<file path="config.mk">
export PLATFORM = sky130hd
export DESIGN_NAME = keypad_operand_loader
export DESIGN_NICKNAME = d
export VERILOG_FILES = /design/src/rtl/keypad_operand_loader.sv
export SDC_FILE = /design/constraint.sdc
export NUM_CORES = 1
export LEC_CHECK = 0
export BUFFER_PORTS_ARGS = -buffer_cell sky130_fd_sc_hd__buf_2
export CAP_MARGIN = 20
export CORE_MARGIN = 4
export CORE_UTILIZATION = 55
export DETAILED_ROUTE_END_ITERATION = 10
export GPL_TIMING_DRIVEN = 0
export PLACE_DENSITY = 0.81
export RECOVER_POWER = 50
export SLEW_MARGIN = 20
export SYNTH_ARGS = -nofsm -noshare
export SYNTH_HDL_FRONTEND = slang
export SYNTH_SLANG_ARGS = --single-unit
</file>
<file path="constraint.sdc">
create_clock -name clk -period 3.9 [get_ports clk]
set_input_delay 0.585 -clock clk [delete_from_list [all_inputs] [get_ports clk]]
set_output_delay 0.585 -clock clk [all_outputs]
set_load 0.02 [all_outputs]
</file>
<file path="src/rtl/keypad_operand_loader.sv">
// 4x4 keypad scanner with tick-based debounce feeding a two-digit dividend/divisor entry FSM.
// Optional feature macro CLEAR_KEY_EN: '*' restarts entry and clears both operands. DEB_TICKS >= 2.
module keypad_operand_loader #(
    parameter int SCAN_DIV  = 50000,
    parameter int DEB_TICKS = 8
) (
    input  logic       clk,
    input  logic       rst,
    input  logic [3:0] fil,
    output logic [3:0] col,
    output logic [6:0] op_a,
    output logic [6:0] op_b,
    output logic       op_valid,
    input  logic       op_ack
);

    localparam int DIV_W  = (SCAN_DIV > 1) ? $clog2(SCAN_DIV) : 1;
    localparam int STAB_W = $clog2(DEB_TICKS + 1);

    localparam logic [DIV_W-1:0]  DIV_LAST  = DIV_W'(SCAN_DIV - 1);
    localparam logic [STAB_W-1:0] STAB_DONE = STAB_W'(DEB_TICKS);
    localparam logic [STAB_W-1:0] STAB_ONE  = STAB_W'(1);
    localparam logic [3:0]        ROWS_OPEN = 4'b1111;
    localparam logic [3:0]        COL_RESET = 4'b1110;

    // Key codes: 0-9 are the digits themselves, letters and symbols above.
    localparam logic [3:0] KEY_A    = 4'd10;
    localparam logic [3:0] KEY_B    = 4'd11;
    localparam logic [3:0] KEY_C    = 4'd12;
    localparam logic [3:0] KEY_D    = 4'd13;
    localparam logic [3:0] KEY_STAR = 4'd14;
    localparam logic [3:0] KEY_HASH = 4'd15;

    typedef enum logic [1:0] {
        SC_SCAN,
        SC_DEBOUNCE,
        SC_RELEASE
    } scan_state_t;

    typedef enum logic [2:0] {
        A_TENS,
        A_UNITS,
        B_TENS,
        B_UNITS,
        WAIT_ACK
    } entry_state_t;

    function automatic logic [3:0] key_map(input logic [1:0] row, input logic [1:0] column);
        case ({row, column})
            4'b00_00: key_map = 4'd1;
            4'b00_01: key_map = 4'd2;
            4'b00_10: key_map = 4'd3;
            4'b00_11: key_map = KEY_A;
            4'b01_00: key_map = 4'd4;
            4'b01_01: key_map = 4'd5;
            4'b01_10: key_map = 4'd6;
            4'b01_11: key_map = KEY_B;
            4'b10_00: key_map = 4'd7;
            4'b10_01: key_map = 4'd8;
            4'b10_10: key_map = 4'd9;
            4'b10_11: key_map = KEY_C;
            4'b11_00: key_map = KEY_STAR;
            4'b11_01: key_map = 4'd0;
            4'b11_10: key_map = KEY_HASH;
            default:  key_map = KEY_D;
        endcase
    endfunction

    logic [DIV_W-1:0]  r_div_cnt;
    scan_state_t       r_scan_state;
    logic [3:0]        r_col;
    logic [3:0]        r_cap;
    logic [STAB_W-1:0] r_stab;
    logic              r_key_stb;
    logic [3:0]        r_key_code;

    entry_state_t      r_entry_state;
    logic [3:0]        r_tens;
    logic [6:0]        r_op_a;
    logic [6:0]        r_op_b;
    logic              r_op_valid;

    logic              w_tick;
    logic              w_seen;
    logic              w_same;
    logic [STAB_W-1:0] w_stab_inc;
    logic [3:0]        w_rows_low;
    logic              w_single_row;
    logic [1:0]        w_row_idx;
    logic [1:0]        w_col_idx;
    logic [3:0]        w_key_code;
    logic              w_is_digit;
    logic [6:0]        w_operand;

    assign w_tick = (r_div_cnt == DIV_LAST);

    always_ff @(posedge clk or posedge rst) begin
        // NOTE: clocked state uses non-blocking assignments so every register samples pre-edge values.
        if (rst) begin
            r_div_cnt <= '0;
        end else if (w_tick) begin
            r_div_cnt <= '0;
        end else begin
            r_div_cnt <= r_div_cnt + 1'b1;
        end
    end

    always_comb begin
        // NOTE: every output gets a default first, so no path can leave a latch behind.
        w_row_idx = 2'd0;
        w_col_idx = 2'd0;
        for (int i = 0; i < 4; i++) begin
            if (!r_cap[i]) w_row_idx = 2'(i);
            if (!r_col[i]) w_col_idx = 2'(i);
        end
        w_key_code   = key_map(w_row_idx, w_col_idx);
        w_rows_low   = ~r_cap;
        w_single_row = (w_rows_low != 4'b0) && ((w_rows_low & (w_rows_low - 4'd1)) == 4'b0);
        w_seen       = (fil != ROWS_OPEN);
        w_same       = (fil == r_cap);
        w_stab_inc   = r_stab + STAB_ONE;
    end

    // fil is read directly: the rows must reflect the column driven since the previous tick.
    always_ff @(posedge clk or posedge rst) begin
        if (rst) begin
            r_scan_state <= SC_SCAN;
            r_col        <= COL_RESET;
            r_cap        <= ROWS_OPEN;
            r_stab       <= '0;
            r_key_stb    <= 1'b0;
            r_key_code   <= 4'd0;
        end else begin
            r_key_stb <= 1'b0;
            if (w_tick) begin
                case (r_scan_state)
                    SC_SCAN: begin
                        if (w_seen) begin
                            r_cap        <= fil;
                            r_stab       <= STAB_ONE;
                            r_scan_state <= SC_DEBOUNCE;
                        end else begin
                            r_col <= {r_col[2:0], r_col[3]};
                        end
                    end
                    SC_DEBOUNCE: begin
                        if (!w_seen) begin
                            r_stab       <= '0;
                            r_scan_state <= SC_SCAN;
                        end else if (!w_same) begin
                            r_cap  <= fil;
                            r_stab <= STAB_ONE;
                        end else if (w_stab_inc == STAB_DONE) begin
                            // A multi-row chord is debounced like a key but never delivered.
                            r_key_stb    <= w_single_row;
                            r_key_code   <= w_key_code;
                            r_stab       <= '0;
                            r_scan_state <= SC_RELEASE;
                        end else begin
                            r_stab <= w_stab_inc;
                        end
                    end
                    SC_RELEASE: begin
                        if (w_seen) begin
                            r_stab <= '0;
                        end else if (w_stab_inc == STAB_DONE) begin
                            r_stab       <= '0;
                            r_scan_state <= SC_SCAN;
                        end else begin
                            r_stab <= w_stab_inc;
                        end
                    end
                    default: begin
                        r_stab       <= '0;
                        r_scan_state <= SC_SCAN;
                    end
                endcase
            end
        end
    end

    assign w_is_digit = (r_key_code <= 4'd9);
    assign w_operand  = {r_tens, 3'b000} + {2'b00, r_tens, 1'b0} + {3'b000, r_key_code};

    always_ff @(posedge clk or posedge rst) begin
        if (rst) begin
            r_entry_state <= A_TENS;
            r_tens        <= 4'd0;
            r_op_a        <= 7'd0;
            r_op_b        <= 7'd0;
            r_op_valid    <= 1'b0;
        end else begin
            case (r_entry_state)
                WAIT_ACK: begin
                    if (op_ack) begin
                        r_op_valid    <= 1'b0;
                        r_entry_state <= A_TENS;
                    end
                end
                default: begin
                    if (r_key_stb) begin
                        if (w_is_digit) begin
                            case (r_entry_state)
                                A_TENS: begin
                                    r_tens        <= r_key_code;
                                    r_entry_state <= A_UNITS;
                                end
                                A_UNITS: begin
                                    r_op_a        <= w_operand;
                                    r_entry_state <= B_TENS;
                                end
                                B_TENS: begin
                                    r_tens        <= r_key_code;
                                    r_entry_state <= B_UNITS;
                                end
                                B_UNITS: begin
                                    r_op_b        <= w_operand;
                                    r_op_valid    <= 1'b1;
                                    r_entry_state <= WAIT_ACK;
                                end
                                default: r_entry_state <= A_TENS;
                            endcase
                        end
`ifdef CLEAR_KEY_EN
                        else if (r_key_code == KEY_STAR) begin
                            r_op_a        <= 7'd0;
                            r_op_b        <= 7'd0;
                            r_entry_state <= A_TENS;
                        end
`else
`endif
                    end
                end
            endcase
        end
    end

    assign col      = r_col;
    assign op_a     = r_op_a;
    assign op_b     = r_op_b;
    assign op_valid = r_op_valid;

endmodule
</file>
Word-level counts from Yosys, hierarchy flattened
Memories as Yosys holds them, arrays and structs flattened. A register that Yosys moved wholly into a read port is not among the register bits.
Index checks and enable logic that the tools add are counted.
Storage, ports and cells
  flip-flop bits (word level): 53
  bits in read-only memories: 64
  input port bits: 7
  output and inout bits: 19
  word-level logic and storage cells: 99
  memories kept: 1
Operators by class
  add/subtract/negate cells: 5
  order comparisons: 1
  equal/unequal tests: 18
  multiplexer cells: 39
  bitwise gates (word level): 4
  reduce and logical (&&, ||, !) cells: 20
Memories
  (name not given): words 16, bits a word 4, rd ports 1, clocked after Yosys merged registers in 1, write ports 0, RTL line 49  | case ({row, column})
Operators with widths (number)
  2-to-1 mux 4 bit: 8
  2-to-1 mux 2 bit: 10
  adder 16 x 1 -> 16 bit (second input constant): 1
  == test 16 bit (second input constant): 1
  2-to-1 mux 16 bit: 1
  AND reduction 4 bit: 4
  2-to-1 mux 1 bit: 12
  2-to-1 mux 3 bit: 4
  != test 2 bit (second input constant): 6
  case mux 3 bit (4 select lines): 1
  case mux 4 bit (3 select lines): 1
  AND reduction 5 bit: 2
  case mux 4 bit (2 select lines): 1
  nonzero test 2 bit: 4
  adder 7 x 4 -> 7 bit: 1
  adder 7 x 5 -> 7 bit: 1
  == test 3 x 2 -> 1 bit (second input constant): 2
  != test 3 bit (second input constant): 2
  case mux 2 bit (3 select lines): 1
  AND reduction 3 bit: 2
  AND reduction 6 bit: 1
  adder 4 x 1 -> 4 bit (second input constant): 1
  AND 4 bit: 1
  == test 4 bit: 1
  other kinds (17): 18

Logic depth before layout (Yosys ltp)
Gate-level depths: netlist of run 1.
  word-level depth: 10
  mapped depth: 9
  gate-level depth less buffers: 9

Worst setup path before layout of run 1
No wires, ideal clock.
  kind: register to register
  from: register r_key_code[3]
  to: register r_op_b[6] (netlist: op_b[6])
  library setup time: 0.125 ns
  arrival time: 1.972 ns
  required time: 3.775 ns
  slack: 1.804 ns
  cell stages (with the launch flop): 9
  path buffers: 0
  period minus slack after synthesis: 2.096 ns
  cells stage by stage: dfrtp_1 -> inv_1 -> fa_1 -> fa_1 -> inv_1 -> a21o_1 -> a21oi_1 -> xnor2_1 -> mux2_2
Between the ends
  cells in the longest elaborated chain, start to end: 2
  elaborated cells between the ends (all ways): 3
  classes of those cells: add/sub: 1; order compare: 1; reduce/logical: 1
RTL lines
  start: declaration: RTL line 75  | logic [3:0] r_key_code;
  less-or-equal comparator 4 bit: RTL line 182  | assign w_is_digit = (r_key_code <= 4'd9);
  AND reduction 4 bit (no source line)
  end signal: assignment: RTL line 217  | r_op_b <= w_operand;
  end: declaration: RTL line 80  | logic [6:0] r_op_b;
Several ways; a longest one is shown, not always the timed one.
A chain may end at the register's enable or synchronous reset.

Final worst setup path of run 1
  from: register r_key_code[3]
  to: register r_op_a[5] (netlist: op_a[5])
Between the ends
  cells in the longest elaborated chain, start to end: 2
  elaborated cells between the ends (all ways): 3
  classes of those cells: add/sub: 1; order compare: 1; reduce/logical: 1
RTL lines
  less-or-equal comparator 4 bit: RTL line 182
  AND reduction 4 bit (no source line)
  end signal: assignment: RTL line 209  | r_op_a <= w_operand;
  end: declaration: RTL line 79  | logic [6:0] r_op_a;
Several ways; a longest one is shown, not always the timed one.

==> results of run 1 <==
==> how the worst max path moves through the flow <==
stage                        startpoint      end
final                     r_key_code[3]  op_a[5]
after global routing                rst  op_a[2]
after CTS                 r_key_code[3]  op_a[5]
after detailed placement  r_key_code[3]  op_a[5]
after global placement              rst  op_b[5]
after floorplan           r_key_code[3]  op_b[6]
==> critical path: stages, from the launching register on <==
cell and delay [ps]:
dfrtp_1 410, inv_1 90, fa_1 590, inv_1 60
ha_1 280, a21o_1 180, a21oi_1 210, xnor2_1 110
mux2_2 270
==> cells by family (layout without fill, tap and decap cells) <==
logic type	Yosys count	count (layout)	share of synthesized area, %
buffers and inverters	23	64	3.017
XOR/XNOR	23	23	6.940
flip-flops	57	57	49.44
adder cells (fa/ha/maj)	16	16	7.414
multiplexers	24	24	9.310
AND/OR/NAND/NOR	83	83	14.87
AO/OA/AOI/OAI	44	44	9.009
==> area by class of cell <==
class	instances	area, µm²	share of cell area (%)
flip-flops and latches	57	1435	42.75
repair buffers	25	121.4	3.615
clock buffers	11	141.4	4.212
plain buffers	7	27.53	0.8200
well taps	70	87.58	2.609
clock inverters	5	102.6	3.056
multi-input cells	190	1380	41.11
inverters	16	61.31	1.826
==> Yosys cell counts, types with 3 or more instances <==
master    count
mux2_1        6
dfstp_2       7
xnor2_1      14
nand3_1      12
ha_1         14
a21oi_1      10
dfrtp_1      50
nand2_1      28
nor2b_1       4
nor2_1       14
mux2_2       18
nand2b_1      3
nand4_1       3
xor2_1        9
a21o_1        5
clkbuf_1      6
nor3_1        5
inv_1        16
o21ai_0      18
==> stage by stage <==
| stage | utilization (%) | power (mW) |
|---|---|---|
| 6_report | 65.73 | 1.288 |
| 3_3_place_gp | 61.00 | 0.6231 |
| 2_1_floorplan | - | 0.6147 |
| 3_5_place_dp | 61.05 | 0.6237 |
| 5_1_grt | 65.73 | 1.329 |
| 4_1_cts | 65.83 | 1.300 |
==> per-layer routing <==
layer	up-vias	wire [µm]
met5	-	0
met4	0	102
li1	1012	-
met1	989	2305
met2	19	2686
met3	13	143
==> flip-flops by register name (all words and copies together) (netlist names), 2 cells and up <==
name / flops
op_a: 7
r_tens: 4
r_scan_state: 2
op_b: 7
col: 4
r_div_cnt: 16
r_cap: 4
r_entry_state: 3
r_stab: 4
r_key_code: 4
==> report_power, final <==
group          leakage (nW)  internal [mW]  switching (mW)  total, mW
Combinational         0.818        0.00460          0.0157     0.0203
Clock                 0.120          0.441           0.235      0.676
Sequential            0.747          0.592               0      0.592
==> flow_summary.json, run 1 <==
{
  "status": "finished, violations left",
  "violations": "max-capacitance violations, max-slew violations",
  "dp.cells": 365,
  "ys_warn_count": 0,
  "power_density_mw_per_mm2": 383.7,
  "ctsHoldBuffers": 0,
  "drc_errors": 0,
  "cts-buffers-inserted": 9,
  "fin_crit_ps": 2317,
  "rr_endpoint": "op_a[5]",
  "fin_setup_tns_ps": 0,
  "layout-drive-gt1-share_pct": 21.86,
  "rsz0062_at_grt": "no",
  "routed_wl_um": 5237,
  "rr_startpoint": "r_key_code[3]",
  "ys_types": 40,
  "met2_usage_pct": 30.96,
  "io_buffers": 25,
  "drt_iter0_drc": 79,
  "die_y_um": 80.65,
  "finalNetCount": 329,
  "synth-edff-count": 0,
  "cts_sinks": 57,
  "hold_viol": 0,
  "busiest_layer": "met2",
  "dpl.hpwl_um": 3650,
  "vdd_drop_max_mv": 0.2263,
  "grt.total_usage_pct": 18.82,
  "cts_tree": "built",
  "crit_arrival_ps": 2540,
  "core-area_mm2": 0.005107,
  "clk_latency_ps": 340,
  "stdcell_area_mm2": 0.003357,
  "via_count": 2033,
  "final_common_cell": "dfrtp_1",
  "die_x_um": 80.65,
  "hold_slack_ps": 482.6,
  "via_per_inst": 5.336,
  "fin_ws_ps": 1583,
  "wl_per_cell_um": 13.75,
  "whs_path_depth": 1,
  "drt_first_pass_iters": 4,
  "fill_cells": 389,
  "post-cts-setup-buffer-count": 0,
  "post_cts_resized": 0,
  "synth_cells": 270,
  "min-delay-start": "r_div_cnt[0]",
  "synth_area_leaders": "dfrtp_1 43%, mux2_2 7.0%, dfstp_2 6.3%",
  "ys_seq_area_share_pct": 49.44,
  "grt_pass1_wl_um": 9287,
  "dp_slack_ps": 1619,
  "synthFlopType": "dfrtp_1",
  "min_path_type": "flop to flop",
  "leakage_nw": 1.684,
  "rows": 26,
  "synth_fp_nets": 293,
  "dieArea_mm2": 0.006504,
  "synth_top_area_share_pct": 43.10,
  "cp_max_fo": 4,
  "fmax_mhz": 431.6,
  "cap_violations": 1,
  "max_slew_margin_pct": -62.06,
  "fin_crit_sh_pct": 59.41,
  "root_buffer": "clkbuf_8",
  "met1_usage_pct": 23.00,
  "end_kind": "flop",
  "avgSynthCellArea_um2": 10.75,
  "ff2ff_setup_slack_ps": 1580,
  "ant_nets": 0,
  "r2r_cells": 8,
  "yosys.area.top_type": "dfrtp_1",
  "antenna_found_initial": 0,
  "critical_path_class": "flop to flop",
  "grt_pass1_vias": 2075,
  "layout.cells.non_filler": 381,
  "grt_max_degree": 58,
  "clk_pin_slew_worst_paths_ps": 70,
  "ios": 26,
  "gp_congestion": 0.7603,
  "tightestPinTransition_ps": 2418,
  "clock_skew_ps": 8.293,
  "htree_levels": 3,
  "setup_viol": 0,
  "async_reset_ff_share_pct": 100.0,
  "synth-seq-cells": 57,
  "use_met3_pct": 5.045,
  "worstHoldEndpoint": "r_div_cnt[0]",
  "clock_path_buffers": 2,
  "start_util_pct": 56.83,
  "antenna_cells": 0,
  "place_area_mm2": 0.003118,
  "cp_data_required_time_ps": 4120,
  "syn_area_mm2": 0.002903,
  "gr-total-overflow": 0,
  "most-common-layout-cells": "50 x dfrtp_1, 28 x nand2_1, 23 x buf_2",
  "slew_violations": 58,
  "area_growth_pct": 15.65,
  "startpoint_type": "flop"
}
No activity file was read; power rests on OpenSTA's default activity.
==> inputs of run 2 (changes only) <==
Settings changed: CORE_UTILIZATION 55 to 53.
Clock period 3.9 ns to 1.9 ns, I/O delays scaled along.
==> flow_summary.json, run 2 (synthesis gave the netlist of run 1 again) <==
{
  "status": "finished, violations left",
  "violations": "negative setup slack",
  "via_count": 2133,
  "routed_wl_um": 5496,
  "grt_pass1_wl_um": 9163,
  "wl_per_cell_um": 13.91,
  "cts-buffers-inserted": 9,
  "total_power_mw": 2.173,
  "drt_iter0_drc": 68,
  "crit_arrival_ps": 2330,
  "drt_first_pass_iters": 4,
  "root_buffer": "clkbuf_8",
  "min_path_type": "primary input to async pin",
  "clk_latency_ps": 340,
  "startpoint_type": "flop",
  "fin_crit_ps": 2112,
  "drc_errors": 0,
  "place_area_mm2": 0.003158,
  "crit_start": "r_key_code[3]",
  "cts_sinks": 57,
  "fin_ws_ps": -212.0,
  "gp_congestion": 0.8622,
  "r2r_cells": 8,
  "ios": 26,
  "grt_max_degree": 58,
  "largest_reg_flops": 16,
  "dp.cells": 365,
  "die_y_um": 82.01,
  "cts_tree": "built",
  "regMostFlops": "r_div_cnt",
  "cp_data_required_time_ps": 2110,
  "critical_path_class": "flop to flop",
  "stdcell_area_mm2": 0.003562,
  "power_density_mw_per_mm2": 610.1,
  "layout-drive-gt1-share_pct": 37.23,
  "final_common_cell": "dfrtp_1",
  "rr_startpoint": "r_key_code[3]",
  "fmax_mhz": 473.5,
  "tightestPinTransition_ps": 1158,
  "dp_slack_ps": -322.7,
  "clock_skew_ps": 7.410,
  "ant_nets": 0,
  "via_per_inst": 5.400,
  "hold_viol": 0,
  "clk_pin_slew_worst_paths_ps": 60,
  "max_slew_margin_pct": 22.81,
  "setup_viol": 18,
  "finalNetCount": 343,
  "fin_crit_sh_pct": 111.2,
  "dpl.hpwl_um": 3642,
  "rows": 26,
  "rsz0062_at_grt": "yes",
  "cp_max_fo": 4,
  "rr_endpoint": "op_a[6]",
  "end_kind": "flop",
  "antenna_found_initial": 0,
  "htree_levels": 3,
  "final_core_util_pct": 68.44,
  "gr-total-overflow": 0,
  "ctsHoldBuffers": 0,
  "clock_path_buffers": 2,
  "area_growth_pct": 22.72,
  "die_x_um": 82.01,
  "most-common-layout-cells": "50 x dfrtp_1, 24 x nand2_1, 24 x buf_2",
  "ff2ff_setup_slack_ps": -210,
  "antenna_cells": 0,
  "cap_violations": 0,
  "io_buffers": 25,
  "dieArea_mm2": 0.006725,
  "grt.total_usage_pct": 18.21,
  "layout.cells.non_filler": 395,
  "start_util_pct": 55.77,
  "fill_cells": 395,
  "leakage_nw": 1.800,
  "vdd_drop_max_mv": 0.4680,
  "grt_pass1_vias": 2115,
  "slew_violations": 0,
  "core-area_mm2": 0.005205
}
## run 2: cell types whose count changed in the layout (fill, tap and decap cells not counted), sizes merged
cell	delta
clkinvlp	-2
bufinv	-3
inv	+1
clkbuf	-4
clkinv	+3
buf	+19
## run 2: metrics by stage
stage | setup TNS [ps] | hold slack, ps
after floorplan | -793.9 | 436.0
after global placement | -26490 | 457.1
after detailed placement | -7292 | 443.5
after CTS | -1692 | 78.28
after global routing | -3059 | 239.5
final | -1815 | 217.6
## run 2: routing by layer
metal  part of all wire [%]  track usage, %  wire, µm
met5                      0               0         0
met4                    2.3           8.306       129
met3                    4.7           5.921       257
met2                     50           31.34      2769
met1                     43           20.38      2339
## run 2: critical path: stages (launching register included)
cell and delay [ps]:
dfrtp_1 430, inv_2 70, fa_2 450, fa_2 420, inv_2 60, a21o_1 110
a21oi_2 70, xnor2_2 130, mux2_2 260
## run 2: how the worst max path moves through the flow
stage / end / slack, ps / cells past startpoint
after floorplan: col[0] / -120 / 5
final: op_a[6] / -210 / 8
after global routing: op_a[6] / -290 / 8
after CTS: op_a[5] / -190 / 8
after detailed placement: r_key_code[0] / -320 / 4
after global placement: op_a[6] / -410 / 2
## run 2: cell type report
| cell class | instances | area (µm²) | share of cell area [%] |
|---|---|---|---|
| multi-input combinational | 190 | 1535 | 43.10 |
| buffer | 3 | 15.01 | 0.4215 |
| clock buffer | 12 | 135.1 | 3.793 |
| timing repair buffer | 43 | 274.0 | 7.692 |
| clock inverter | 4 | 20.02 | 0.5620 |
| tap | 70 | 87.58 | 2.459 |
| sequential | 57 | 1435 | 40.29 |
| inverter | 16 | 60.06 | 1.686 |
## run 2: report_power, final
part           switching [mW]  leakage (nW)  internal, mW  total [mW]
Clock                   0.451        0.0839         0.464       0.915
Sequential                  0         0.747          1.21        1.21
Combinational          0.0338         0.969       0.00921      0.0430
## run 2: what timing repair did
item,CTS,global route
hold endpoints to repair,0,0
pin swaps,2,7
resized for setup,16,26
setup endpoints to repair,38,42
setup buffers,9,9
